**src/rtl/axi_lite_rr_arbiter.sv**
```systemverilog
// rtl/axi_lite_rr_arbiter.sv - N-master to single-slave AXI4-Lite arbiter, independent round-robin read/write paths
module axi_lite_rr_arbiter #(
  parameter int N_MASTERS = 2,
  parameter int ADDR_W    = 32,
  parameter int DATA_W    = 32
) (
  input  logic                          clk,
  input  logic                          reset,
  // master-side read channels
  input  logic [N_MASTERS-1:0]          m_arvalid,
  output logic [N_MASTERS-1:0]          m_arready,
  input  logic [N_MASTERS*ADDR_W-1:0]   m_araddr,
  output logic [N_MASTERS-1:0]          m_rvalid,
  input  logic [N_MASTERS-1:0]          m_rready,
  output logic [DATA_W-1:0]             m_rdata,
  output logic [N_MASTERS*2-1:0]        m_rresp,
  // master-side write channels
  input  logic [N_MASTERS-1:0]          m_awvalid,
  output logic [N_MASTERS-1:0]          m_awready,
  input  logic [N_MASTERS*ADDR_W-1:0]   m_awaddr,
  input  logic [N_MASTERS-1:0]          m_wvalid,
  output logic [N_MASTERS-1:0]          m_wready,
  input  logic [N_MASTERS*DATA_W-1:0]   m_wdata,
  input  logic [N_MASTERS*DATA_W/8-1:0] m_wmask,
  output logic [N_MASTERS-1:0]          m_bvalid,
  input  logic [N_MASTERS-1:0]          m_bready,
  output logic [N_MASTERS*2-1:0]        m_bresp,
  // slave-side channels
  output logic [ADDR_W-1:0]             s_araddr,
  output logic                          s_arvalid,
  input  logic                          s_arready,
  input  logic [DATA_W-1:0]             s_rdata,
  input  logic [1:0]                    s_rresp,
  input  logic                          s_rvalid,
  output logic                          s_rready,
  output logic [ADDR_W-1:0]             s_awaddr,
  output logic                          s_awvalid,
  input  logic                          s_awready,
  output logic [DATA_W-1:0]             s_wdata,
  output logic [DATA_W/8-1:0]           s_wmask,
  output logic                          s_wvalid,
  input  logic                          s_wready,
  input  logic [1:0]                    s_bresp,
  input  logic                          s_bvalid,
  output logic                          s_bready
);

  localparam int IDX_W  = (N_MASTERS > 1) ? $clog2(N_MASTERS) : 1;
  localparam int STRB_W = DATA_W / 8;

  typedef enum logic [1:0] {R_IDLE, R_ADDR, R_RESP} rd_state_e;
  typedef enum logic [1:0] {W_IDLE, W_ADDR, W_RESP} wr_state_e;

  rd_state_e        r_state_q, r_state_d;
  logic [IDX_W-1:0] rgnt_q, rgnt_d, rptr_q, rptr_d;
  wr_state_e        w_state_q, w_state_d;
  logic [IDX_W-1:0] wgnt_q, wgnt_d, wptr_q, wptr_d;
  logic             aw_done_q, aw_done_d, w_done_q, w_done_d;
  logic             aw_hs, w_hs;

  // First requester found scanning ptr, ptr+1, ... with wrap at N_MASTERS.
  // One extra bit on the sum keeps the wrap compare exact for non-power-of-two counts.
  function automatic logic [IDX_W-1:0] rr_pick(input logic [N_MASTERS-1:0] req,
                                               input logic [IDX_W-1:0] ptr);
    logic [IDX_W:0]   sum;
    logic [IDX_W-1:0] pick;
    logic             found;
    pick  = '0;
    found = 1'b0;
    for (int k = 0; k < N_MASTERS; k++) begin
      sum = {1'b0, ptr} + (IDX_W+1)'(k);
      if (sum >= (IDX_W+1)'(N_MASTERS)) sum = sum - (IDX_W+1)'(N_MASTERS);
      if (!found && req[sum]) begin
        pick  = sum[IDX_W-1:0];
        found = 1'b1;
      end
    end
    return pick;
  endfunction

  function automatic logic [IDX_W-1:0] rr_next(input logic [IDX_W-1:0] g);
    return (int'(g) == N_MASTERS - 1) ? '0 : g + IDX_W'(1);
  endfunction

  // R data is shared by all masters; only the granted master sees m_rvalid.
  assign m_rdata = s_rdata;

  // Read path state, grant and fairness pointer.
  always_ff @(posedge clk or negedge reset) begin
    if (!reset) begin
      r_state_q <= R_IDLE;
      rgnt_q    <= '0;
      rptr_q    <= '0;
    end else begin
      r_state_q <= r_state_d;
      rgnt_q    <= rgnt_d;
      rptr_q    <= rptr_d;
    end
  end

  // Read arbitration and channel routing to the granted master.
  always_comb begin
    r_state_d = r_state_q;
    rgnt_d    = rgnt_q;
    rptr_d    = rptr_q;
    s_arvalid = 1'b0;
    s_araddr  = '0;
    s_rready  = 1'b0;
    m_arready = '0;
    m_rvalid  = '0;
    m_rresp   = '0;
    case (r_state_q)
      R_IDLE: begin
        if (|m_arvalid) begin
          rgnt_d    = rr_pick(m_arvalid, rptr_q);
          rptr_d    = rr_next(rgnt_d);
          r_state_d = R_ADDR;
        end
      end
      R_ADDR: begin
        s_arvalid         = m_arvalid[rgnt_q];
        s_araddr          = m_araddr[rgnt_q*ADDR_W +: ADDR_W];
        m_arready[rgnt_q] = s_arready;
        if (s_arvalid && s_arready) r_state_d = R_RESP;
      end
      R_RESP: begin
        s_araddr                 = m_araddr[rgnt_q*ADDR_W +: ADDR_W];
        m_rvalid[rgnt_q]         = s_rvalid;
        s_rready                 = m_rready[rgnt_q];
        m_rresp[rgnt_q*2 +: 2]   = s_rresp;
        if (s_rvalid && s_rready) r_state_d = R_IDLE;
      end
      default: r_state_d = R_IDLE;
    endcase
  end

  // Write path state, grant, pointer and per-channel completion flags.
  always_ff @(posedge clk or negedge reset) begin
    if (!reset) begin
      w_state_q <= W_IDLE;
      wgnt_q    <= '0;
      wptr_q    <= '0;
      aw_done_q <= 1'b0;
      w_done_q  <= 1'b0;
    end else begin
      w_state_q <= w_state_d;
      wgnt_q    <= wgnt_d;
      wptr_q    <= wptr_d;
      aw_done_q <= aw_done_d;
      w_done_q  <= w_done_d;
    end
  end

  // Write arbitration; AW and W stay bound to one master until its B completes.
  always_comb begin
    w_state_d = w_state_q;
    wgnt_d    = wgnt_q;
    wptr_d    = wptr_q;
    aw_done_d = aw_done_q;
    w_done_d  = w_done_q;
    aw_hs     = 1'b0;
    w_hs      = 1'b0;
    s_awvalid = 1'b0;
    s_awaddr  = '0;
    s_wvalid  = 1'b0;
    s_wdata   = '0;
    s_wmask   = '0;
    s_bready  = 1'b0;
    m_awready = '0;
    m_wready  = '0;
    m_bvalid  = '0;
    m_bresp   = '0;
    case (w_state_q)
      W_IDLE: begin
        if (|m_awvalid) begin
          wgnt_d    = rr_pick(m_awvalid, wptr_q);
          wptr_d    = rr_next(wgnt_d);
          aw_done_d = 1'b0;
          w_done_d  = 1'b0;
          w_state_d = W_ADDR;
        end
      end
      W_ADDR: begin
        s_awaddr          = m_awaddr[wgnt_q*ADDR_W +: ADDR_W];
        s_wdata           = m_wdata[wgnt_q*DATA_W +: DATA_W];
        s_wmask           = m_wmask[wgnt_q*STRB_W +: STRB_W];
        s_awvalid         = m_awvalid[wgnt_q] && !aw_done_q;
        s_wvalid          = m_wvalid[wgnt_q] && !w_done_q;
        m_awready[wgnt_q] = s_awready && !aw_done_q;
        m_wready[wgnt_q]  = s_wready && !w_done_q;
        aw_hs             = s_awvalid && s_awready;
        w_hs              = s_wvalid && s_wready;
        aw_done_d         = aw_done_q || aw_hs;
        w_done_d          = w_done_q || w_hs;
        if (aw_done_d && w_done_d) w_state_d = W_RESP;
      end
      W_RESP: begin
        s_awaddr               = m_awaddr[wgnt_q*ADDR_W +: ADDR_W];
        s_wdata                = m_wdata[wgnt_q*DATA_W +: DATA_W];
        s_wmask                = m_wmask[wgnt_q*STRB_W +: STRB_W];
        m_bvalid[wgnt_q]       = s_bvalid;
        s_bready               = m_bready[wgnt_q];
        m_bresp[wgnt_q*2 +: 2] = s_bresp;
        if (s_bvalid && s_bready) w_state_d = W_IDLE;
      end
      default: w_state_d = W_IDLE;
    endcase
  end

endmodule

```
**config.mk**
```make
export PLATFORM = sky130hd
export DESIGN_NAME = axi_lite_rr_arbiter
export DESIGN_NICKNAME = d
export VERILOG_FILES = /design/src/rtl/axi_lite_rr_arbiter.sv
export SDC_FILE = /design/constraint.sdc
export NUM_CORES = 1
export LEC_CHECK = 0
export ABC_AREA = 0
export CAP_MARGIN = 20
export CORE_AREA = 2 2 159 161
export CTS_CLUSTER_DIAMETER = 80
export DETAILED_ROUTE_END_ITERATION = 12
export DIE_AREA = 0 0 161 163
export DONT_BUFFER_PORTS = 1
export PLACE_DENSITY_LB_ADDON = 0.15
export SLEW_MARGIN = 20
export SYNTH_ARGS = -nofsm -noshare
export SYNTH_HDL_FRONTEND = slang
export SYNTH_SLANG_ARGS = --single-unit
```
**constraint.sdc**
```tcl
create_clock -name clk -period 4.5 [get_ports clk]
set_input_delay 0.9 -clock clk [delete_from_list [all_inputs] [get_ports clk]]
set_output_delay 0.9 -clock clk [all_outputs]
set_load 0.1 [all_outputs]
```
Word-level counts from Yosys, hierarchy flattened
Index checks and enable logic that the tools add are counted.
Word-level totals
  bits in registers: 10
  bits of input ports: 253
  output and inout port bits: 155
  word-level logic and storage cells: 164
Cells by class
  $add $sub $neg: 10
  magnitude comparators: 12
  equal/unequal tests: 10
  shifts and indexed selects: 8
  muxes and demuxes: 77
  bitwise gates (word level): 7
  reduce and logical (&&, ||, !) cells: 32
Operators by type and width (count)
  indexed part select 64 x 7 -> 32 bit: 3
  2-to-1 mux 32 bit: 3
  negation 2 -> 34 bit: 2
  variable shift 2 x 34 -> 4 bit, first input constant: 2
  indexed part select 2 x 34 -> 4 bit: 2
  2-to-1 mux 2 bit: 23
  2-to-1 mux 1 bit: 42
  logical AND 1 bit: 14
  2-to-1 mux 4 bit: 3
  inequality test 2 bit, second input constant: 6
  one-hot mux 2 bit (3 select lines): 2
  bitwise AND 2 bit: 5
  bitwise AND 4 bit: 2
  < comparator 2 bit, second input constant: 4
  OR reduction 2 bit: 4
  indexed part select 8 x 4 -> 4 bit: 1
  AND reduction 2 bit: 3
  AND reduction 3 bit: 2
  adder 1 x 1 -> 2 bit, second input constant: 2
  == test 2 x 1 -> 1 bit, second input constant: 2
  == test 2 bit, second input constant: 2
  >= comparator 1 x 2 -> 1 bit, second input constant: 2
  >= comparator 2 bit, second input constant: 2
  zero test 1 bit: 4
  other kinds (10): 19

Logic depth before layout (Yosys ltp)
  depth in word-level cells: 16
  mapped depth: 6
  gate-level depth less buffers: 6

Least setup slack after synthesis
Ideal clock, no wire load.
  kind: register to output
  from: register w_state_q[0]
  to: output s_awaddr[27]
  data arrival time: 2.530 ns
  required time: 3.600 ns
  slack: 1.070 ns
  stages on the path, launching flop included: 6
  buffers on the path: 2
  cells stage by stage: dfrtp_1 -> inv_1 -> ha_1 -> clkbuf_1 -> clkbuf_1 -> nor2b_1
On the way
  word-level cells in the longest chain between the ends: 3
  elaborated cells on any way between the ends: 4
  those cells by class: eq/ne: 2; mux: 1; reduce/logical: 1
RTL lines
  from (decl): line 56  | wr_state_e w_state_q, w_state_d;
  from (signal assigned): line 146  | w_state_q <= w_state_d;
  == test 2 bit or == test 2 x 1 -> 1 bit (tied branches): line 173  | case (w_state_q)
  OR reduction 2 bit (no line) (*)
  2-to-1 mux 32 bit (*)
  to (decl): line 36  | output logic [ADDR_W-1:0] s_awaddr,
Every way passes the cells marked *; elsewhere a longest branch is shown, timed or not.

Worst setup path in the final report
  from: register wgnt_q
  to: output s_wdata[6]
On the way
  word-level cells in the longest chain between the ends: 2
RTL lines
  from (decl): line 57  | logic [IDX_W-1:0] wgnt_q, wgnt_d, wptr_q, wptr_d;
  from (signal assigned): line 147  | wgnt_q <= wgnt_d;
  indexed part select 64 x 7 -> 32 bit: line 185, 199
  2-to-1 mux 32 bit
  to (decl): line 39  | output logic [DATA_W-1:0] s_wdata,
Every way passes these cells.

==> summary.md <==
| Metric | Value |
|---|---|
| Root buffer cell | `clkbuf_16` |
| Post-Syn Area | `2780 sq um` |
| Post-synth EDFFs | `0` |
| Setup Total Neg Slack | `0 ns` |
| Post-DP HPWL | `10.9 mm` |
| Period utilisation layout | `74.6%` |
| Wirelength per Cell | `18.0 um` |
| Width of the die | `161 um` |
| Seq cells post-synth | `10` |
| Avg Cell Area, Syn | `7.79 sq um` |
| Critical path peak fanout | `42` |
| Clock buffer depth | `2` |
| Die ar. | `26200 sq um` |
| Met3 usage | `3.51%` |
| First drt pass iteration count | `4` |
| Total Routing Usage GR | `8.08%` |
| Vias in the first global route | `2457` |
| Hold-fix buffers at CTS | `0` |
| H-tree Lvls | `1` |
| Worst Reg-to-Reg Cells | `4` |
| IO Port Bufs | `0` |
| Global Route met1 Usage | `8.04%` |
| Register area share after synthesis | `9.00%` |
| Overflow left after global routing | `0` |
| Worst Path Required | `3.60 ns` |
| Clk_skew | `0.000324 ns` |
| Yosys top cell area share | `37.1%` |
| Initial Utilization | `11.3%` |
| Hold Path Class | `primary input to async pin` |
| Post-Syn Instances | `357` |
| Netlist cell types | `23` |
| Critical Path End Type | `output pin` |
| Top-count cell post-synth | `nor2b_1` |
| Resized Gates After CTS | `0` |
| Num rows | `58` |
| Die extent in y | `163 um` |
| FILL cells | `2826` |
| Primary FF master, synth | `dfrtp_1` |
| GRT busiest layer | `met2` |
| Sequential Area | `255 sq um` |
| # nets final | `615` |
| Largest net degree at the start of global routing | `43` |
| Core Footprint | `24700 sq um` |
| I/O pins | `408` |
| RSZ-0062 raised after global routing | `no` |
| Final wirelength | `12.4 mm` |
| Area leader, netlist | `mux2i_1` |
| Pin slew with the least headroom to its limit | `1.10 ns` |
| FFs w/ async S/R, synth | `100%` |
| Arr. time, crit path | `2.46 ns` |
| DR iter-0 viols | `59` |
| Top cells by count, synth | `107 x nor2b_1, 103 x mux2i_1, 33 x buf_4` |
| Worst-Skew Late Latency | `0.23 ns` |
| Relative slew slack | `26.5%` |
| Final Max Slew Viols | `0` |
| Hold Violations, Final | `0` |
| # setup viols final | `0` |
| Antenna violations before repair | `3` |
| Mapped Nets | `616` |
| CTS tree | `yes` |
| Setup Fix Bufs, Post-CTS | `0` |
| Synthesis-to-finish area growth | `29.2%` |
| Max Freq | `0.298 GHz` |
| Maxcap violations | `0` |
| Area of the multi-input gates | `2420 sq um` |
| Clock sink total | `10` |
| Avg Vias per Cell | `3.67` |
| Synth area leaders | `mux2i_1 37%, nor2b_1 24%, dfrtp_1 9.0%` |
| Critical path type | `flop to output pin` |
| Placer Congestion | `0.759` |
| GR Util met2 | `15.2%` |
| Type of origin of the critical path | `flop` |
| Post-layout min period | `3.36 ns` |
| # DRC | `0` |
| Share of cells above drive strength 1 | `47.0%` |
| Post-route ant nets | `0` |
| Synth Warn # | `0` |
| Global-route wire length before repair | `16.2 mm` |
| Via count | `2533` |
| Status | `finished clean` |
| Clock slew at reported path FFs | `0.04 ns` |
| CTS buffer count | `3` |
critical path, stage by stage (launching register included):
cell     delay (ns)
dfrtp_4        0.79
buf_4          0.68
mux2i_1        0.24
nor2b_2        0.15
buf_4          0.30
metrics by stage:
| step | hold WS, ns | cells | util [%] | cell area (sq um) | setup WS (ns) |
|---|---|---|---|---|---|
| after floorplan | 0.457 | 357 | - | 2780 | 1.07 |
| after global placement | 0.485 | 681 | 14.1 | 3490 | 1.45 |
| after detailed placement | 0.486 | 681 | 14.1 | 3490 | 1.37 |
| after CTS | 0.354 | 685 | 14.5 | 3580 | 1.12 |
| after global routing | 0.350 | 690 | 14.6 | 3590 | 0.992 |
| final | 0.359 | 690 | 14.6 | 3590 | 1.14 |
flip-flops by register name, summed over array words and instances, names as in the netlist:
| name | count |
|---|---|
| wgnt_q | 1 |
| aw_done_q | 1 |
| rptr_q | 1 |
| w_state_q | 2 |
| wptr_q | 1 |
| rgnt_q | 1 |
| w_done_q | 1 |
| r_state_q | 2 |
layout by cell type (no fill, tap or decap), types with 2 or more instances in the layout:
master     netlist  layout
mux2i_1        103     103
nor2b_2          0     103
buf_4           33      50
nand2_1         13      13
and3_1           9       9
a21oi_1          9       9
inv_1            8       8
and2_1           8       8
dfrtp_1         10       8
nor2_1          10       7
o21ai_0          6       6
ha_1             6       6
diode_2          0       5
nor2b_1        107       4
nor2_2           0       3
mux2_2           3       3
clkbuf_16        0       3
nor3_1           2       2
per-layer routing:
layer / vias to the layer above / part of all wire (%)
li1: 1171 / -
met1: 1148 / 32
met2: 210 / 53
met3: 4 / 13
met4: 0 / 1.5
met5: - / 0
logic make-up (layout without fill, tap and decap cells):
| logic type | count (synthesis) | after routing | synth area share [%] |
|---|---|---|---|
| and+or+nand+nor | 149 | 149 | 31.4 |
| muxes | 106 | 106 | 38.3 |
| buffers and inverters | 64 | 62 | 13.6 |
| AOI/OAI and AO/OA | 22 | 22 | 5.04 |
| DFF | 10 | 10 | 9.00 |
| adders and majority gates | 6 | 6 | 2.70 |
| other | 0 | 5 | 0 |
final timing paths:
path / slack [ns] / to / startpoint
max in group asynchronous: 4.06 / wgnt_q$_DFFE_PN0P_ / reset
hold reg to reg: 0.49 / wptr_q$_DFFE_PN0P_ / wptr_q$_DFFE_PN0P_
setup reg to reg: 2.24 / r_state_q[1]$_DFFE_PN0P_ / rgnt_q$_DFFE_PN0P_
min in group clk: 0.49 / wptr_q$_DFFE_PN0P_ / wptr_q$_DFFE_PN0P_
hold / removal: 0.36 / wptr_q$_DFFE_PN0P_ / reset
setup / recovery: 1.14 / s_wdata[6] / wgnt_q$_DFFE_PN0P_
final cells by class:
class / instances / share of cell area [%]
Antenna cell: 5 / 0.348
Clock buffer: 4 / 2.47
Inverter: 8 / 0.836
Multi-Input combinational cell: 283 / 67.3
Sequential cell: 10 / 7.11
Tap cell: 330 / 11.5
Timing Repair Buffer: 50 / 10.4
Power is left out: the tool's default activity adds up to more than one toggle a clock period on the data nets, which glitch-free logic cannot reach.
